File: config.mk
export PLATFORM = sky130hd
export DESIGN_NAME = phase_sequencer_flat
export DESIGN_NICKNAME = d
export VERILOG_FILES = /design/src/rtl/phase_sequencer_if.sv /design/src/rtl/phase_sequencer.sv /design/src/flat_wrapper.sv
export SDC_FILE = /design/constraint.sdc
export NUM_CORES = 1
export LEC_CHECK = 0
export CORE_MARGIN = 10
export CORE_UTILIZATION = 42
export CTS_BUF_LIST = sky130_fd_sc_hd__clkbuf_16
export CTS_CLUSTER_DIAMETER = 40
export DETAILED_ROUTE_END_ITERATION = 12
export PLACE_DENSITY = 0.8
export SYNTH_ARGS = -nofsm -noshare
export SYNTH_HDL_FRONTEND = slang
export SYNTH_SLANG_ARGS = --single-unit
File: constraint.sdc
create_clock -name clock -period 1.8 [get_ports clock]
set_input_delay 0.27 -clock clock [delete_from_list [all_inputs] [get_ports clock]]
set_output_delay 0.27 -clock clock [all_outputs]
set_load 0.1 [all_outputs]
File: src/rtl/phase_sequencer_if.sv
// Control/status bundle between the multi-cycle core and its instruction-phase sequencer.
// master drives the control levels; slave is the sequencer.
interface phase_sequencer_if #(
   parameter int ICNT_W = 16
);
   logic              start;
   logic              halt_req;
   logic              hlt_op;
   logic              step_mode;
   logic              mem_wait;
   logic [2:0]        phase;
   logic              run;
   logic              halted;
   logic              ir_we;
   logic              pc_we;
   logic [ICNT_W-1:0] instr_cnt;

   modport master (
      output start, halt_req, hlt_op, step_mode, mem_wait,
      input  phase, run, halted, ir_we, pc_we, instr_cnt
   );

   modport slave (
      input  start, halt_req, hlt_op, step_mode, mem_wait,
      output phase, run, halted, ir_we, pc_we, instr_cnt
   );
endinterface

File: src/rtl/phase_sequencer.sv
// Steps each instruction through fetch..writeback, stretches the memory phase on mem_wait,
// stops at instruction boundaries for halt/pause/single-step and counts retired instructions.
module phase_sequencer #(
   parameter logic [2:0] LAST_PHASE = 3'b100,
   parameter logic [2:0] MEM_PHASE  = 3'b011,
   parameter int         ICNT_W     = 16
) (
   input  logic             clock,
   input  logic             rst,
   phase_sequencer_if.slave bus
);

   localparam logic [2:0] FETCH_PHASE  = 3'b000;
   localparam logic [2:0] DECODE_PHASE = 3'b001;

   typedef enum logic [1:0] {
      IDLE,
      RUN,
      PAUSE,
      HALT
   } state_t;

   state_t            state;
   logic [2:0]        phase_q;
   logic              run_q;
   logic              halted_q;
   logic [ICNT_W-1:0] cnt_q;

   // NOTE: non-blocking assignments throughout, so every register sees pre-edge values
   // regardless of statement order; blocking here would chain updates within one edge.
   always_ff @(posedge clock) begin
      if (rst) begin
         state    <= IDLE;
         phase_q  <= FETCH_PHASE;
         run_q    <= 1'b0;
         halted_q <= 1'b0;
         cnt_q    <= '0;
      end else begin
         case (state)
            IDLE, PAUSE: begin
               if (bus.start) begin
                  state   <= RUN;
                  run_q   <= 1'b1;
                  phase_q <= FETCH_PHASE;
               end
            end

            RUN: begin
               if (phase_q == DECODE_PHASE && bus.hlt_op) begin
                  // Halt instruction never reaches writeback, so it is not retired.
                  state    <= HALT;
                  run_q    <= 1'b0;
                  halted_q <= 1'b1;
                  phase_q  <= FETCH_PHASE;
               end else if (phase_q == LAST_PHASE) begin
                  cnt_q   <= cnt_q + ICNT_W'(1);
                  phase_q <= FETCH_PHASE;
                  if (bus.halt_req || bus.step_mode) begin
                     state <= PAUSE;
                     run_q <= 1'b0;
                  end
               end else if (!(phase_q == MEM_PHASE && bus.mem_wait)) begin
                  phase_q <= phase_q + 3'd1;
               end
            end

            HALT: begin
               phase_q <= FETCH_PHASE;
            end

            default: begin
               state   <= IDLE;
               run_q   <= 1'b0;
               phase_q <= FETCH_PHASE;
            end
         endcase
      end
   end

   // Write enables are pure decodes of registered state, so they reset with it.
   assign bus.ir_we     = run_q && (phase_q == FETCH_PHASE);
   assign bus.pc_we     = run_q && (phase_q == LAST_PHASE);
   assign bus.phase     = phase_q;
   assign bus.run       = run_q;
   assign bus.halted    = halted_q;
   assign bus.instr_cnt = cnt_q;

endmodule

File: src/flat_wrapper.sv
// flat-port wrapper written by rule: the top's interface ports become plain ports
module phase_sequencer_flat 
#(
   parameter logic [2:0] LAST_PHASE = 3'b100,
   parameter logic [2:0] MEM_PHASE  = 3'b011,
   parameter int         ICNT_W     = 16
)
  (clock, rst, bus_start, bus_halt_req, bus_hlt_op, bus_step_mode, bus_mem_wait, bus_phase, bus_run, bus_halted, bus_ir_we, bus_pc_we, bus_instr_cnt);
  phase_sequencer_if #(.ICNT_W(ICNT_W)) bus_i ();
  input  logic clock;
  input  logic rst;
  input wire logic [$bits(bus_i.start)-1:0] bus_start;
  input wire logic [$bits(bus_i.halt_req)-1:0] bus_halt_req;
  input wire logic [$bits(bus_i.hlt_op)-1:0] bus_hlt_op;
  input wire logic [$bits(bus_i.step_mode)-1:0] bus_step_mode;
  input wire logic [$bits(bus_i.mem_wait)-1:0] bus_mem_wait;
  output wire logic [$bits(bus_i.phase)-1:0] bus_phase;
  output wire logic [$bits(bus_i.run)-1:0] bus_run;
  output wire logic [$bits(bus_i.halted)-1:0] bus_halted;
  output wire logic [$bits(bus_i.ir_we)-1:0] bus_ir_we;
  output wire logic [$bits(bus_i.pc_we)-1:0] bus_pc_we;
  output wire logic [$bits(bus_i.instr_cnt)-1:0] bus_instr_cnt;
  assign bus_i.start = bus_start;
  assign bus_i.halt_req = bus_halt_req;
  assign bus_i.hlt_op = bus_hlt_op;
  assign bus_i.step_mode = bus_step_mode;
  assign bus_i.mem_wait = bus_mem_wait;
  assign bus_phase = bus_i.phase;
  assign bus_run = bus_i.run;
  assign bus_halted = bus_i.halted;
  assign bus_ir_we = bus_i.ir_we;
  assign bus_pc_we = bus_i.pc_we;
  assign bus_instr_cnt = bus_i.instr_cnt;
  phase_sequencer #(.LAST_PHASE(LAST_PHASE), .MEM_PHASE(MEM_PHASE), .ICNT_W(ICNT_W)) u_core (.clock(clock), .rst(rst), .bus(bus_i));
endmodule
== After elaboration in Yosys (flattened, before gate mapping) ==
Cells that the tools add are included.

* Word-level logic and storage cells: 46
* Bits in registers: 23
* Input bits: 7
* Output and inout bits: 23

* Add/subtract/negate cells: 2
* Mux-type cells: 15
* Reductions and logical operators: 13
* Bitwise logic cells: 1
* Equal/unequal tests: 10

{| class="wikitable"
|+ Operators with widths
! kind !! number
|-
| $add A16 B1 Y16 const B || 1
|-
| $mux W3 || 4
|-
| $pmux W3 S3 || 1
|-
| $mux W2 || 4
|-
| $ne A3 B1 Y1 const B || 2
|-
| $eq A2 B2 Y1 const B || 2
|-
| $logic_and A1 B1 Y1 || 4
|-
| $mux W1 || 4
|-
| $ne A4 B3 Y1 const B || 1
|-
| $pmux W2 S2 || 1
|-
| $reduce_and A2 Y1 || 2
|-
| $reduce_and A4 Y1 || 1
|-
| $add A3 B1 Y3 const B || 1
|-
| $eq A3 B1 Y1 const B || 1
|-
| $eq A3 B2 Y1 const B || 1
|-
| $eq A3 B3 Y1 const B || 1
|-
| $logic_not A3 Y1 || 1
|-
| $reduce_and A3 Y1 || 1
|-
| $eq A2 B1 Y1 const B || 1
|-
| $logic_not A2 Y1 || 1
|-
| $ne A2 B2 Y1 const B || 1
|-
| $pmux W1 S2 || 1
|-
| $reduce_bool A2 Y1 || 1
|-
| $reduce_or A2 Y1 || 1
|-
| other kinds (2) || 2
|}

== Depth between registers and ports, before layout ==
* Depth in word-level cells: 6
* Mapped depth: 7
* Mapped depth without buffers: 6

== Worst setup path before layout ==
OpenSTA, ideal clock, no wires.

* Path kind: reg2reg
* From: register u_core.cnt_q[0], in the netlist u_core.bus.instr_cnt[0]
* To: register u_core.cnt_q[12], in the netlist u_core.bus.instr_cnt[12]
* Path slack: -566 ps
* Arrival: 2234 ps
* Path buffers: 0
* Library setup time: 132 ps
* Period minus slack after synthesis: 2366 ps
* Stages on the path, launching flop included: 6
* Required time: 1668 ps
* Cells stage by stage: dfxtp_1 > ha_1 > nand3_1 > or4_1 > o21ai_0 > a21oi_1

* Word-level cells in the longest chain between the ends: 1

{| class="wikitable"
|+ RTL lines
! item !! line !! text
|-
| start: declaration || phase_sequencer.sv:27 || <nowiki>logic [ICNT_W-1:0] cnt_q;</nowiki>
|-
| start signal: assignment || phase_sequencer.sv:56 || <nowiki>cnt_q <= cnt_q + ICNT_W'(1);</nowiki>
|-
| $add A16 B1 Y16 || phase_sequencer.sv:56 ||
|}

No other way between the ends.
A chain may end at the register's enable or synchronous reset.

== Worst setup path after layout ==
* From: register u_core.phase_q[0], in the netlist u_core.bus.phase[0]
* To: register u_core.cnt_q[12], in the netlist u_core.bus.instr_cnt[12]

* Word-level cells in the longest chain between the ends: 4
* Elaborated cells between the ends (all ways): 5
* Those cells by class: 2 x eq/ne; 1 x bitwise; 2 x reduce/logical

{| class="wikitable"
|+ RTL lines
! item !! line !! text
|-
| start: declaration || phase_sequencer.sv:24 || <nowiki>logic [2:0] phase_q;</nowiki>
|-
| start signal: assignment || phase_sequencer.sv:63 || <nowiki>phase_q <= phase_q + 3'd1;</nowiki>
|-
| $eq A3 B1 Y1 || phase_sequencer.sv:49 || <nowiki>if (phase_q == DECODE_PHASE && bus.hlt_op) begin</nowiki>
|-
| $logic_and A1 B1 Y1 || phase_sequencer.sv:49 ||
|-
| $not A1 Y1 (no line) || -- ||
|-
| $reduce_and A3 Y1 (no line) * || -- ||
|}

Every way passes the cells marked *; elsewhere a longest branch is shown, timed or not.

==> results.toml <==
[floorplanning]
core_area_um2 = 2520
dieArea_um2 = 5160
die_y_um = 71.8
floorplan.die.width_um = 71.8
std_cell_rows = 18
io_pins = 30
start_util_pct = 44.7

[global_routing]
grt_first_pass_wirelength_um = 5080
track_usage_pct = 11.9
vias_in_the_first_global_route = 1136
grt_antenna_before_repair = 0
globalRouteOverflowTotal = 0
maximum_number_of_pins_on_one_net_before_global_route_repair = 24

[cells_and_area]
design.final.nets = 180
syn_to_final_growth_pct = 53.1
fillCellCount = 203
antenna-diode-count = 0
seq_area_um2 = 508
final_core_util_pct = 68.5
multiInputGateArea_um2 = 646
drive_gt1_share_pct = 34.1

[timing]
fin_skew_ps = 3.45
finalSetupViolCount = 0
post-route-period-util_pct = 91.7
timing.final.max_slew_violations = 0
transition_time_at_the_pin_with_the_least_slew_margin_ps = 298
timing.fmax_mhz = 606
layout_min_cycle_time_ps = 1650
report.final.hold_viol_count = 0
worst_slew_margin_rel_pct = 80.0
setup_total_negative_slack_ps = 0
finalHoldWorstSlack_ps = 490
rsz0062_at_grt = "no"

[pwr]
peak_ir_drop_on_the_vdd_network_v = 0.000789
leakagePower_nw = 0.660
power_density_nw_per_um2 = 677

[routing]
via_count = 1099
drt_iter0_markers = 62
wire_per_inst_um = 15.1
iteration_count_of_the_initial_detailed_routing_pass = 4
detail_route.vias_per_cell = 5.58
post-route-drc-count = 0
routed_wl_um = 2970
route.antenna.remaining_nets = 0

[logic_synthesis]
netlist-cell-type-count = 31
syn-num-nets = 146
synth_area_per_cell_um2 = 8.42
synth.ff_latch_count = 23
synth_warnings = 0
asyncSetResetFlopFracSynth_pct = 0
post_synthesis_cells = 134
synth-edff-count = 0
cell_area_synth_um2 = 1130
postSynth.topFlopCell = "sky130_fd_sc_hd__dfxtp_1"
synth_seq_area_share_pct = 40.8

[placed_design]
post-dp-hpwl_um = 2230
place_congestion = 0.848
io_buffers = 29

[clock_network]
cts_made_buffers = 3
clock-sinks = 23
cts.htree.levels = 1
cts_tree = "yes"
clk_pin_slew_worst_paths_ps = 60
clock_insertion_delay_worst_skew_ps = 260
post-cts-setup-buffers = 0
clock_tree.buffer_depth = 2
cts-root-buf = "sky130_fd_sc_hd__clkbuf_16"

[worst_setup_path]
worst_ep_required_time_ps = 1990
path_class = "register to register"
timing.critical_path.fanout_max = 6
critical_path.startpoint_type = "register"
crit_arrival_ps = 1840
timing.critical_path.to_type = "register"
worst-r2r-setup-slack_ps = 150

[run_status]
status = "finished, final reports clean"

[flow_run]
maxCapViolations = 0

[min_path]
min_path_type = "register to register"
power by group:
part           switching (mW)  total (mW)  internal [mW]
logic                   0.108       0.170         0.0619
clock network           0.182       0.481          0.299
registers              0.0134       0.519          0.505
final timing paths:
check                             end                startpoint  depth (start not counted)
min reg2reg  u_core.bus.instr_cnt[13]  u_core.bus.instr_cnt[13]                          2
min          u_core.bus.instr_cnt[13]  u_core.bus.instr_cnt[13]                          2
max reg2reg  u_core.bus.instr_cnt[12]       u_core.bus.phase[0]                          8
max          u_core.bus.instr_cnt[12]       u_core.bus.phase[0]                          8
what timing repair did:
| item | in CTS | in global routing |
|---|---|---|
| endpoints found under the setup margin | 0 | 1 |
| gates resized for setup | 0 | 1 |
| hold buffers | 0 | 0 |
metrics by stage:
stage          total power, mW  cell area (um^2)  std cells  setup slack [ps]
4_1_cts                   1.18              1730        197               145
5_1_grt                   1.21              1730        197              1.08
2_1_floorplan            0.634              1190        134             -7.08
3_3_place_gp             0.694              1650        193               189
3_5_place_dp             0.698              1650        193               161
6_report                  1.17              1730        197               149
layout make-up:
class / instances / area share (%)
Clock buffer: 3 / 4.34
Clock inverter: 1 / 0.290
Inverter: 3 / 0.652
Multi-Input combinational cell: 103 / 37.4
Sequential cell: 23 / 29.4
Tap cell: 30 / 2.17
Timing Repair Buffer: 34 / 25.8
placed cells by master, fill, tap and decap left out, drive strengths merged:
cell type      count
a21o               1
a21oi             10
a311oi             1
a31oi              2
and3               4
and3b              1
and4               2
and4b              1
buf               28
clkbuf             3
clkdlybuf4s50      6
clkinv             1
dfxtp             23
ha                 5
inv                3
nand2             15
nand2b             2
nand3              4
nand3b             2
nand4              6
nand4b             3
nor2              17
nor3               4
nor4               1
o211ai             1
o21ai              5
o31ai              2
or3                2
or4                3
xnor2              4
xor2               5
critical path, stage by stage (launching register included):
cell                       delay, ps
sky130_fd_sc_hd__dfxtp_4         370
sky130_fd_sc_hd__inv_2            80
sky130_fd_sc_hd__ha_4            160
sky130_fd_sc_hd__nand4b_2        100
sky130_fd_sc_hd__buf_4           170
sky130_fd_sc_hd__nor4_1          270
sky130_fd_sc_hd__buf_4           180
sky130_fd_sc_hd__nand4b_1        100
sky130_fd_sc_hd__a21oi_1         150
cell usage after synthesis (2+ instances only):
master	n	area (um^2)
sky130_fd_sc_hd__nand3b_1	2	15.0
sky130_fd_sc_hd__or4_1	3	22.5
sky130_fd_sc_hd__dfxtp_1	23	460
sky130_fd_sc_hd__or3_1	2	12.5
sky130_fd_sc_hd__nand2b_1	2	12.5
sky130_fd_sc_hd__buf_4	2	15.0
sky130_fd_sc_hd__and4_1	2	17.5
sky130_fd_sc_hd__nor2_1	17	63.8
sky130_fd_sc_hd__xnor2_1	4	35.0
sky130_fd_sc_hd__o21ai_0	5	25.0
sky130_fd_sc_hd__xor2_1	5	43.8
sky130_fd_sc_hd__inv_1	3	11.3
sky130_fd_sc_hd__ha_1	5	62.6
sky130_fd_sc_hd__a21oi_1	10	50.1
sky130_fd_sc_hd__nand2_1	14	52.6
sky130_fd_sc_hd__o31ai_1	2	15.0
sky130_fd_sc_hd__clkbuf_1	3	11.3
sky130_fd_sc_hd__a31oi_1	2	12.5
sky130_fd_sc_hd__nand4b_1	2	17.5
sky130_fd_sc_hd__and3_1	4	25.0
sky130_fd_sc_hd__nand3_1	4	20.0
sky130_fd_sc_hd__nand4_1	6	37.5
sky130_fd_sc_hd__nor3_1	4	20.0
flip-flops by register name, summed over array words and instances (netlist names):
| register | flops |
|---|---|
| u_core.bus.instr_cnt | 16 |
| u_core.bus.phase | 3 |
| u_core.state | 2 |
| u_core.bus.run | 1 |
| u_core.bus.halted | 1 |
routing by layer:
layer	global-route usage, %	routed length [um]
met5	0	0
met4	6.67	119
met2	20.3	1470
met3	4.96	176
met1	11.9	1210
logic make-up after synthesis:
group           after synthesis  share of synthesized area [%]
simple gates                 67                           32.2
xor+xnor                      9                           6.98
fa+ha+maj                     5                           5.54
buf+inv                       8                           3.33
flops                        23                           40.8
compound gates               22                           11.2
Power figures use the tool's default switching activity.
==> patch, RTL diff (config.mk and constraints unchanged) <==
Make the reset (`rst`) asynchronous in one clocked block.
--- a/src/rtl/phase_sequencer.sv
+++ b/src/rtl/phase_sequencer.sv
@@ -30,3 +30,3 @@
    // regardless of statement order; blocking here would chain updates within one edge.
-   always_ff @(posedge clock) begin
+   always_ff @(posedge clock or posedge rst) begin
       if (rst) begin
Formal check against the unedited RTL: differs if rst is asserted again (counterexample within 4 cycles, from zero or initial values and one cycle with rst high); with rst held inactive, the same outputs for 10 cycles.
==> patch against the original RTL <==
- cell count shrank 15%
- non-clock buffer count shrank 3
- via count shrank 19%
- worst setup slack lost 0.042 ns
- synthesized area grew 0.67%
- clock skew is essentially flat
- count of clock-buffer cells in the layout is the same
- critical path depth shrank 2
- sequential cell count is the same
- wire length shrank 9.8%
- design area grew 5.4%
- critical path type unchanged
Power is not compared: it rests on default switching activity, and its combinational part moved more than twofold at a synthesized area within 25%.
==> patch: results <==
export IMPL_status="completed"
export IMPL_nets=150
export IMPL_grt_pass1_vias=950
export IMPL_drive_gt1_share_pct=39.4
export IMPL_syn_num_nets=116
export IMPL_dr_pass1_iters=4
export IMPL_worstSkewPairLatency_ns=0.25
export IMPL_vias=887
export IMPL_reg2reg_from="u_core.bus.phase[1]"
export IMPL_largest_reg_flops=16
export IMPL_syn_instance_count=104
export IMPL_gp_congestion=0.911
export IMPL_drc=0
export IMPL_insertedDiodeCount=0
export IMPL_wl_met3_um=199
export IMPL_met3_usage_pct=3.81
export IMPL_clock_skew_ns=0.00370
export IMPL_viasPerCell=5.31
export IMPL_use_met2_pct=17.8
export IMPL_wire_per_inst_um=16.0
export IMPL_r2r_slack_ns=0.11
export IMPL_ys_async_sr_fraction_pct=100
export IMPL_synth_distinct_cells=28
export IMPL_cts_setup_buffers=0
export IMPL_port_buffers=29
export IMPL_htreeDepth=1
export IMPL_grt_pass1_wl_um=4470
export IMPL_highest_layer="met4"
export IMPL_cp_max_fo=5
export IMPL_grt_max_degree=24
export IMPL_synth_area_leaders="dfrtp_1 51%, xnor2_1 9.3%, ha_1 5.5%"
export IMPL_clkSlewWorstSetupHoldPaths_ns=0.06
export IMPL_placed_area_um2=1730
export IMPL_r2r_cells=6
export IMPL_maxSlewHeadroom_pct=79.5
export IMPL_vdd_ir_drop_worst_mv=1.10
export IMPL_regToRegEndpoint="u_core.bus.instr_cnt[9]"
export IMPL_seq_area_frac_synth_pct=50.7
export IMPL_hold_slack_ns=0.372
export IMPL_first_iter_violations=39
export IMPL_dp_cells=163
export IMPL_synth_common_cells="23 x dfrtp_1, 12 x xnor2_1, 11 x nand2_1, 6 x inv_1"
export IMPL_critPathArrivalTime_ns=1.83
export IMPL_place_ws_ns=0.141
export IMPL_place_hpwl_um=2100
export IMPL_cts_root_buffer_cell="clkbuf_16"
export IMPL_cts_buffer_depth=2
export IMPL_num_fill_cells=178
export IMPL_wl_met1_um=1040
export IMPL_grt_use_met1_pct=11.3
export IMPL_numCtsBuffers=3
export IMPL_p_leak_nw=0.799
export IMPL_grt_usage_pct=10.4
export IMPL_hold_path_class="in2async"
export IMPL_yosys_warnings=0
export IMPL_wl_met2_um=1420
-- patch: cell count changes in the layout (fill, tap and decap cells not counted), sizes merged, moves of 4 or more --
cell	delta
dfrtp	+23
dfxtp	-23
nor2	-13
xnor2	+8
a21oi	-5
nand2	-4
-- patch: layout make-up --
type,count,area [um2],share of cell area [%]
clock buffers,3,75.1,4.12
clock inverters,1,5.00,0.275
inverters,6,25.0,1.37
multi-input cells,73,546,29.9
flip-flops and latches,23,598,32.8
well taps,30,37.5,2.06
repair buffers,31,536,29.4
-- patch: cells by family after synthesis --
kind of cell	synth area share, %
buffers and inverters	3.63
and+or+nand+nor	21.3
xor gates and xnor gates	11.6
DFF	50.7
adders and majority gates	5.51
AOI/OAI and AO/OA	7.38
-- patch: report_power, final --
part	internal [mW]	switching (mW)	total, mW
logic	0.321	0.575	0.896
registers	0.586	0.0901	0.676
clock network	0.298	0.172	0.470
-- patch: critical path, cell delays in order, from the launching register on --
cell and delay [ns]:
dfrtp_4 0.52, inv_4 0.08, ha_4 0.14, and4b_1 0.32, and3_4 0.25, nand4_1 0.12
xnor2_1 0.15
-- patch: worst max-delay path by stage --
stage,startpoint,endpoint,slack (ns)
2_1_floorplan,u_core.bus.phase[1],u_core.bus.instr_cnt[11],0.005
3_3_place_gp,u_core.bus.phase[1],u_core.bus.instr_cnt[11],0.21
3_5_place_dp,u_core.bus.phase[1],u_core.bus.instr_cnt[9],0.14
4_1_cts,u_core.bus.phase[1],u_core.bus.instr_cnt[9],0.11
5_1_grt,u_core.bus.phase[0],u_core.bus.instr_cnt[9],-0.003
6_report,u_core.bus.phase[1],u_core.bus.instr_cnt[9],0.11
-- patch: repair_timing --
item / in CTS / in global routing
gates resized for setup: 0 / 1
endpoints found under the setup margin: 0 / 1
endpoints found under the hold margin: 0 / 0
